===== config.mk =====
export PLATFORM = sky130hd
export DESIGN_NAME = input_route_buffer_flat
export DESIGN_NICKNAME = d
export VERILOG_FILES = /design/src/rtl/router_pkg.sv /design/src/rtl/input_route_buffer_if.sv /design/src/rtl/input_route_buffer_flit_fifo.sv /design/src/rtl/input_route_buffer.sv /design/src/flat_wrapper.sv
export SDC_FILE = /design/constraint.sdc
export NUM_CORES = 1
export LEC_CHECK = 0
export CORE_MARGIN = 4
export CORE_UTILIZATION = 45
export DETAILED_ROUTE_END_ITERATION = 10
export GPL_TIMING_DRIVEN = 0
export HOLD_SLACK_MARGIN = 0.05
export PLACE_DENSITY = 0.65
export SLEW_MARGIN = 5
export SYNTH_ARGS = -nofsm -noshare
export SYNTH_HDL_FRONTEND = slang
export SYNTH_SLANG_ARGS = --single-unit
export TNS_END_PERCENT = 1

===== constraint.sdc =====
create_clock -name clk -period 5.8 [get_ports clk]
set_input_delay 0.87 -clock clk [delete_from_list [all_inputs] [get_ports clk]]
set_output_delay 0.87 -clock clk [all_outputs]
set_load 0.1 [all_outputs]

===== src/rtl/router_pkg.sv =====
// Shared router definitions: flit geometry, route direction codes and
// destination-field placement used by the input buffers and the switch.
package router_pkg;

    localparam int ValidBitPos    = 81;
    localparam int lg_numprocs    = 3;
    localparam int FlitWidth      = ValidBitPos + 1;
    localparam int FlitChildWidth = FlitWidth + lg_numprocs;
    localparam int ROUTE_LEN      = 3;

    localparam int COORD_W   = 3;
    localparam int DST_X_LSB = 0;
    localparam int DST_Y_LSB = COORD_W;
    localparam int DST_Z_LSB = 2 * COORD_W;

    typedef enum logic [ROUTE_LEN-1:0] {
        DIR_LOCAL = 3'd0,
        DIR_XPOS  = 3'd1,
        DIR_YPOS  = 3'd2,
        DIR_ZPOS  = 3'd3,
        DIR_XNEG  = 3'd4,
        DIR_YNEG  = 3'd5,
        DIR_ZNEG  = 3'd6
    } dir_e;

endpackage


===== src/rtl/input_route_buffer_if.sv =====
// Link-side and switch-side signals of one router input lane.
interface input_route_buffer_if;
    import router_pkg::*;

    logic [FlitChildWidth-1:0] in;
    logic                      in_valid;
    logic                      in_avail;
    logic [FlitChildWidth-1:0] out;
    logic [ROUTE_LEN-1:0]      route_out;
    logic                      out_valid;
    logic                      out_ready;

    modport slave (
        input  in, in_valid, out_ready,
        output in_avail, out, route_out, out_valid
    );

    modport master (
        output in, in_valid, out_ready,
        input  in_avail, out, route_out, out_valid
    );

endinterface


===== src/rtl/input_route_buffer_flit_fifo.sv =====
// Synchronous FIFO holding flit plus precomputed route; head is read
// straight from registered storage, so a write is visible a cycle later.
module flit_fifo #(
    parameter  int WIDTH = 8,
    parameter  int DEPTH = 4,
    localparam int PW    = $clog2(DEPTH),
    localparam int CW    = $clog2(DEPTH + 1)
) (
    input  logic             clk,
    input  logic             rst,
    input  logic             push_i,
    input  logic [WIDTH-1:0] wdata_i,
    input  logic             pop_i,
    output logic [WIDTH-1:0] rdata_o,
    output logic             full_o,
    output logic             empty_o,
    output logic [CW-1:0]    count_o
);

    logic [WIDTH-1:0] mem_q [DEPTH];
    logic [PW-1:0]    wr_q, wr_d;
    logic [PW-1:0]    rd_q, rd_d;
    logic [CW-1:0]    cnt_q, cnt_d;
    logic             do_push, do_pop;

    assign full_o  = (cnt_q == CW'(DEPTH));
    assign empty_o = (cnt_q == '0);
    assign count_o = cnt_q;
    assign rdata_o = mem_q[rd_q];

    assign do_push = push_i && !full_o;
    assign do_pop  = pop_i && !empty_o;

    always_comb begin
        wr_d  = wr_q;
        rd_d  = rd_q;
        cnt_d = cnt_q;
        if (do_push) wr_d = wr_q + 1'b1;
        if (do_pop)  rd_d = rd_q + 1'b1;
        unique case ({do_push, do_pop})
            2'b10:   cnt_d = cnt_q + 1'b1;
            2'b01:   cnt_d = cnt_q - 1'b1;
            default: cnt_d = cnt_q;
        endcase
    end

    always_ff @(posedge clk) begin
        if (rst) begin
            wr_q  <= '0;
            rd_q  <= '0;
            cnt_q <= '0;
            for (int i = 0; i < DEPTH; i++) mem_q[i] <= '0;
        end else begin
            wr_q  <= wr_d;
            rd_q  <= rd_d;
            cnt_q <= cnt_d;
            if (do_push) mem_q[wr_q] <= wdata_i;
        end
    end

endmodule


===== src/rtl/input_route_buffer.sv =====
// Router input lane: buffers flits and tags each with its dimension-order
// torus direction at enqueue time so the switch sees the route with the head.
module input_route_buffer
    import router_pkg::*;
#(
    parameter int DEPTH   = 4,
    parameter int COORD_W = 3,
    parameter int DIM_X   = 8,
    parameter int DIM_Y   = 8,
    parameter int DIM_Z   = 8,
    parameter int MY_X    = 0,
    parameter int MY_Y    = 0,
    parameter int MY_Z    = 0
) (
    input logic                 clk,
    input logic                 rst,
    input_route_buffer_if.slave bus
);

    localparam int DW = COORD_W + 1;
    localparam int EW = FlitChildWidth + ROUTE_LEN;
    localparam int CW = $clog2(DEPTH + 1);

    localparam logic [DW-1:0] HALF_X = DW'(DIM_X / 2);
    localparam logic [DW-1:0] HALF_Y = DW'(DIM_Y / 2);
    localparam logic [DW-1:0] HALF_Z = DW'(DIM_Z / 2);

    // Forward torus distance (dst - my) mod dim; operands are < dim.
    function automatic logic [DW-1:0] dist_f(
        logic [COORD_W-1:0] dst, int my, int dim
    );
        logic [DW:0] t;
        t = {2'b00, dst} + (DW+1)'(dim) - (DW+1)'(my);
        if (t >= (DW+1)'(dim)) t = t - (DW+1)'(dim);
        return t[DW-1:0];
    endfunction

    logic [DW-1:0]        dx, dy, dz;
    logic [ROUTE_LEN-1:0] route_d;
    logic [EW-1:0]        rdata_w;
    logic                 full_w, empty_w, push_w, pop_w;
    logic [CW-1:0]        count_w;

    assign dx = dist_f(bus.in[DST_X_LSB +: COORD_W], MY_X, DIM_X);
    assign dy = dist_f(bus.in[DST_Y_LSB +: COORD_W], MY_Y, DIM_Y);
    assign dz = dist_f(bus.in[DST_Z_LSB +: COORD_W], MY_Z, DIM_Z);

    // Distance exactly half the ring resolves to the positive direction.
    always_comb begin
        route_d = DIR_LOCAL;
        if (dx != '0)      route_d = (dx > HALF_X) ? DIR_XNEG : DIR_XPOS;
        else if (dy != '0) route_d = (dy > HALF_Y) ? DIR_YNEG : DIR_YPOS;
        else if (dz != '0) route_d = (dz > HALF_Z) ? DIR_ZNEG : DIR_ZPOS;
    end

    assign push_w = bus.in_valid && !full_w && bus.in[ValidBitPos];
    assign pop_w  = !empty_w && bus.out_ready;

    flit_fifo #(
        .WIDTH (EW),
        .DEPTH (DEPTH)
    ) u_fifo (
        .clk     (clk),
        .rst     (rst),
        .push_i  (push_w),
        .wdata_i ({route_d, bus.in}),
        .pop_i   (pop_w),
        .rdata_o (rdata_w),
        .full_o  (full_w),
        .empty_o (empty_w),
        .count_o (count_w)
    );

    assign bus.in_avail  = !full_w;
    assign bus.out_valid = !empty_w;
    assign bus.out       = rdata_w[FlitChildWidth-1:0];
    assign bus.route_out = rdata_w[EW-1:FlitChildWidth];

    always_comb begin
        assert (count_w <= CW'(DEPTH));
    end

endmodule


===== src/flat_wrapper.sv =====
// flat-port wrapper written by rule: the top's interface ports become plain ports
module input_route_buffer_flat import router_pkg::*;
#(
    parameter int DEPTH   = 4,
    parameter int COORD_W = 3,
    parameter int DIM_X   = 8,
    parameter int DIM_Y   = 8,
    parameter int DIM_Z   = 8,
    parameter int MY_X    = 0,
    parameter int MY_Y    = 0,
    parameter int MY_Z    = 0
)
  (clk, rst, bus_in, bus_in_valid, bus_out_ready, bus_in_avail, bus_out, bus_route_out, bus_out_valid);
  input_route_buffer_if bus_i ();
  input logic clk;
  input logic rst;
  input wire logic [$bits(bus_i.in)-1:0] bus_in;
  input wire logic [$bits(bus_i.in_valid)-1:0] bus_in_valid;
  input wire logic [$bits(bus_i.out_ready)-1:0] bus_out_ready;
  output wire logic [$bits(bus_i.in_avail)-1:0] bus_in_avail;
  output wire logic [$bits(bus_i.out)-1:0] bus_out;
  output wire logic [$bits(bus_i.route_out)-1:0] bus_route_out;
  output wire logic [$bits(bus_i.out_valid)-1:0] bus_out_valid;
  assign bus_i.in = bus_in;
  assign bus_i.in_valid = bus_in_valid;
  assign bus_i.out_ready = bus_out_ready;
  assign bus_in_avail = bus_i.in_avail;
  assign bus_out = bus_i.out;
  assign bus_route_out = bus_i.route_out;
  assign bus_out_valid = bus_i.out_valid;
  input_route_buffer #(.DEPTH(DEPTH), .COORD_W(COORD_W), .DIM_X(DIM_X), .DIM_Y(DIM_Y), .DIM_Z(DIM_Z), .MY_X(MY_X), .MY_Y(MY_Y), .MY_Z(MY_Z)) u_core (.clk(clk), .rst(rst), .bus(bus_i));
endmodule

== Word-level counts from Yosys, hierarchy flattened ==
Memories as Yosys holds them, arrays and structs flattened. A register that Yosys moved wholly into a read port is not among the register bits.
Cells that the tools add are included.
Word-level totals
  bits in registers: 7
  bits in latches: 0
  RAM bits: 352
  memory bits (read-only): 0
  bits of input ports: 89
  output and inout port bits: 90
  memories: 1
Operators by class
  add/sub/neg operators: 10
  multipliers: 0
  divide/modulo/power cells: 0
  magnitude comparators: 6
  eq/ne operators: 3
  shift-type cells: 0
  muxes and demuxes: 20
  bitwise operators: 0
  reductions and logical operators: 13
Memory list
  u_core.u_fifo.mem_q: depth 4, bits a word 88, rd ports 1, clocked after memory_dff 1, wr ports 4, RTL line input_route_buffer_flit_fifo.sv:20  | logic [WIDTH-1:0] mem_q [DEPTH];
Operators by type and width (count)
  88-bit two-way mux: 1
  88-bit OR reduction: 1
  3-bit two-way mux: 6
  3-bit by 4-bit adder with 5-bit output, second input constant: 3
  5-bit by 4-bit >= comparator with 1-bit output, second input constant: 3
  4-bit by 3-bit greater-than comparator with 1-bit output, second input constant: 3
  4-bit two-way mux: 3
  4-bit nonzero test: 3
  4-bit subtractor, second input constant: 3
  1-bit two-way mux: 6
  2-bit two-way mux: 3
  3-bit one-hot mux with 2 select lines: 1
  1-bit logical AND: 5
  2-bit by 1-bit adder with 2-bit output, second input constant: 2
  3-bit by 1-bit adder with 3-bit output, second input constant: 1
  3-bit equality test, second input constant: 1
  3-bit zero test: 1
  3-bit by 1-bit subtractor with 3-bit output, second input constant: 1
  2-bit by 1-bit equality test with 1-bit output, second input constant: 1
  2-bit equality test, second input constant: 1
  1-bit zero test: 2
  2-bit nonzero test: 1

== Depth between registers and ports, before layout ==
  depth in word-level cells: 10
  gate-level depth with buffers: 9

== Hierarchy ==
Synthesis repeated with hierarchy kept, for this count alone.
Unflattened totals
  cells, all modules: 921
  area total of the unflattened synthesis: 15695.1 um^2
By module, submodules not included
  flit_fifo: times used 1, cells each 902, area each 15577.4 um^2
  input_route_buffer: times used 1, cells each 19, area each 117.6 um^2

== Least setup slack after synthesis ==
No wires, ideal clock.
  kind: register -> register
  start: reg u_core.u_fifo.cnt_q[0] (netlist: u_core.u_fifo.count_o[0])
  end: mem u_core.u_fifo.mem_q[3][0] (netlist name), enable pin
  library setup time: 0.452 ns
  arrival time: 3.316 ns
  slack: 2.033 ns
  cell stages (with the launch flop): 4
  buffers on the path: 0
  path through: dfxtp_1 -> nor3b_4 -> inv_1 -> a41o_1
RTL lines
  start: declaration: RTL line input_route_buffer_flit_fifo.sv:23  | logic [CW-1:0] cnt_q, cnt_d;
  start signal: assignment: RTL line input_route_buffer_flit_fifo.sv:56  | cnt_q <= cnt_d;
  end: declaration: RTL line input_route_buffer_flit_fifo.sv:20

==> flow_summary.json <==
{
  "outcome": "complete, no violations",
  "cts_root_buf": "clkbuf_16",
  "pin_count": 179,
  "ctsHoldBuffers": 0,
  "finalMaxSlewViolations": 0,
  "peakVddDrop_mv": 0.300,
  "cts_tree": "yes",
  "overflow": 0,
  "netlist_instances": 915,
  "vias_per_cell": 5.14,
  "final_cell_mix": "edfxtp_1, and2_1, clkdlybuf4s50_1",
  "fmax_ghz": 0.220,
  "grt_first_pass_wirelength_mm": 52.9,
  "hold-path-endpoint": "u_core.u_fifo.rd_q[1]",
  "clock_sinks": 361,
  "worstMarginPinSlew_ns": 1.07,
  "cts-htree-levels": 2,
  "insertion_delay_ns": 0.51,
  "cellPowerDensity_nw_per_um2": 437,
  "grtUsageTotal": 0.180,
  "finalHoldViolCount": 0,
  "drv_cap": 0,
  "num_rows": 68,
  "firstDrtPassIters": 5,
  "synth-main-ff-cell": "edfxtp_1",
  "path_clk_slew_ns": 0.06,
  "synth_top_area_frac": 0.675,
  "port_buffers": 178,
  "layout_min_cycle_time_ns": 4.55,
  "crit_chain": "clkbuf_1 > buf_2 > clkbuf_1 > mux4_2 > clkdlybuf4s50_1",
  "hp-start": "u_core.u_fifo.rd_q[1]",
  "synth-seq-cells": 361,
  "worstRegToRegCells": 6,
  "rsz0062_at_grt": "false",
  "skew_ns": 0.00841,
  "die_w_um": 195,
  "critPathLaunchType": "flip-flop",
  "cts_resized": 0,
  "core_sq_um": 34500,
  "drive_gt1_frac": 0.160,
  "first_global_vias": 9008,
  "worst_path_max_delay_cell": "clkdlybuf4s50_1",
  "num_vias": 8327,
  "start_util": 0.454,
  "final_cells": 1619,
  "slew_headroom": 0.284,
  "antenna_left": 0,
  "layout.nets": 1233,
  "syn-num-nets": 1008,
  "hp-class": "reg -> reg",
  "drt-total-wl_mm": 33.9,
  "path_class": "reg -> out",
  "die_area_sq_um": 37800,
  "cp-end-kind": "output port",
  "arrival_ns": 3.68,
  "fin_hold_ws_ns": 0.538,
  "synth_area_per_cell_sq_um": 17.1,
  "async_flop_share": 0,
  "drc": 0,
  "dp.cells": 1554,
  "setup_violations": 0,
  "path_max_fanout": 10,
  "layout_commonest_cell": "edfxtp_1",
  "cts_inserted_buffers": 39,
  "period_share": 0.784,
  "synth_warnings": 0,
  "synth_edf_count": 352,
  "clockBufferDepth": 3,
  "grt_antenna_before_repair": 2,
  "place_congestion": 0.734,
  "ys_seq_area_frac": 0.687,
  "slowest_delay_ns": 1.18,
  "required_ns": 4.93,
  "die_h_um": 195,
  "syn_area_sq_um": 15700,
  "antenna_cells": 0,
  "r2r_start": "u_core.u_fifo.count_o[0]",
  "cp_common_cell": "clkbuf_1",
  "holdPathStages": 2,
  "cts_setup_buffers": 0,
  "grt_max_degree": 54,
  "synth_area_leaders": "edfxtp_1, and2_1, mux4_2",
  "leakage_nw": 6.87,
  "wl_per_cell_um": 21.0,
  "yosysTopAreaCell": "edfxtp_1",
  "hpwl_mm": 21.3,
  "r2r-end": "u_core.u_fifo.mem_q[1][3]",
  "synth_cell_types": 35,
  "reg2reg_slack_ns": 2.76,
  "drt_iter0_markers": 469,
  "area_delta_synth_final_pct": 23.4
}
[registers in the layout (all words and copies together), names as in the netlist, named ones only]
signal,flops
u_core.u_fifo.count_o,3
u_core.u_fifo.rd_q,2
u_core.u_fifo.wr_q,2
u_core.u_fifo.mem_q,352
[cell usage after synthesis (2+ instances only)]
cell type  count
nand2_1        2
nor3_1         9
nand2b_1       2
clkbuf_1      22
xor2_1         3
a21oi_1        4
o21ai_0        4
buf_4          9
mux4_2        88
or3_1          6
and2_1       333
a21boi_0       3
inv_1          7
dfxtp_1        9
clkbuf_2       6
buf_6          7
buf_2         15
nor2_1         9
edfxtp_1     352
nor4_2         2
ha_1           3
or2_2          5
nor4b_1        3
[how the worst max path moves through the flow]
stage,from,end,slack [ns]
after global placement,rst,u_core.u_fifo.mem_q[3][59],-0.12
after floorplan,u_core.u_fifo.count_o[0],u_core.u_fifo.mem_q[3][0],2.03
final,flip-flop,bus_route_out[1],1.25
after CTS,flip-flop,bus_out[72],1.10
after detailed placement,flip-flop,bus_out[81],1.66
after global routing,flip-flop,bus_route_out[1],1.04
[layout make-up]
cell class	instances	area, sq um
sequential	361	10800
inverter	8	32.5
tap	455	569
timing repair buffer	184	1920
clock inverter	10	66.3
fill	2783	15100
buffer	59	334
multi-input combinational	487	4560
clock buffer	55	1080
[critical path, delay by kind of cell, from the launching register on]
family                 cells  cell delay (ns)
DFF                        1             0.30
buffers and inverters      4             2.53
muxes                      1             0.33
[power breakdown]
part / internal [mW] / total, mW / switching [mW]
clock network: 1.33 / 2.27 / 0.937
registers: 3.03 / 3.07 / 0.0497
logic: 0.886 / 3.10 / 2.21
total: 5.24 / 8.44 / 3.20
[cell families after synthesis]
kind of cell	count (synthesis)	share of synthesized area
AND/OR/NAND/NOR	373	0.150
flip-flops	361	0.687
multiplexers	88	0.127
buffers and inverters	67	0.0234
AO/OA/AOI/OAI	18	0.00783
XOR/XNOR	4	0.00224
adder cells (fa/ha/maj)	4	0.00368
[through the flow]
step                      utilization  power, mW  TNS, ns  setup slack [ns]  area, sq um
after floorplan                     -       5.52        0              2.03        15700
after global placement          0.523       6.25   -10.07            -0.120        18000
after detailed placement        0.527       6.26        0              1.66        18200
after CTS                       0.560       8.53        0              1.10        19300
after global routing            0.560       8.73        0              1.04        19300
final                           0.560       8.44        0              1.25        19300
[per-layer routing]
metal | global-route usage | vias to the layer above | part of all wire
met4 | 0.0367 | 4 | 0.017
li1 | - | 3856 | -
met3 | 0.0361 | 47 | 0.050
met2 | 0.310 | 196 | 0.51
met1 | 0.242 | 4224 | 0.42
met5 | 0 | - | 0.00065
No activity file was read; power rests on OpenSTA's default activity.
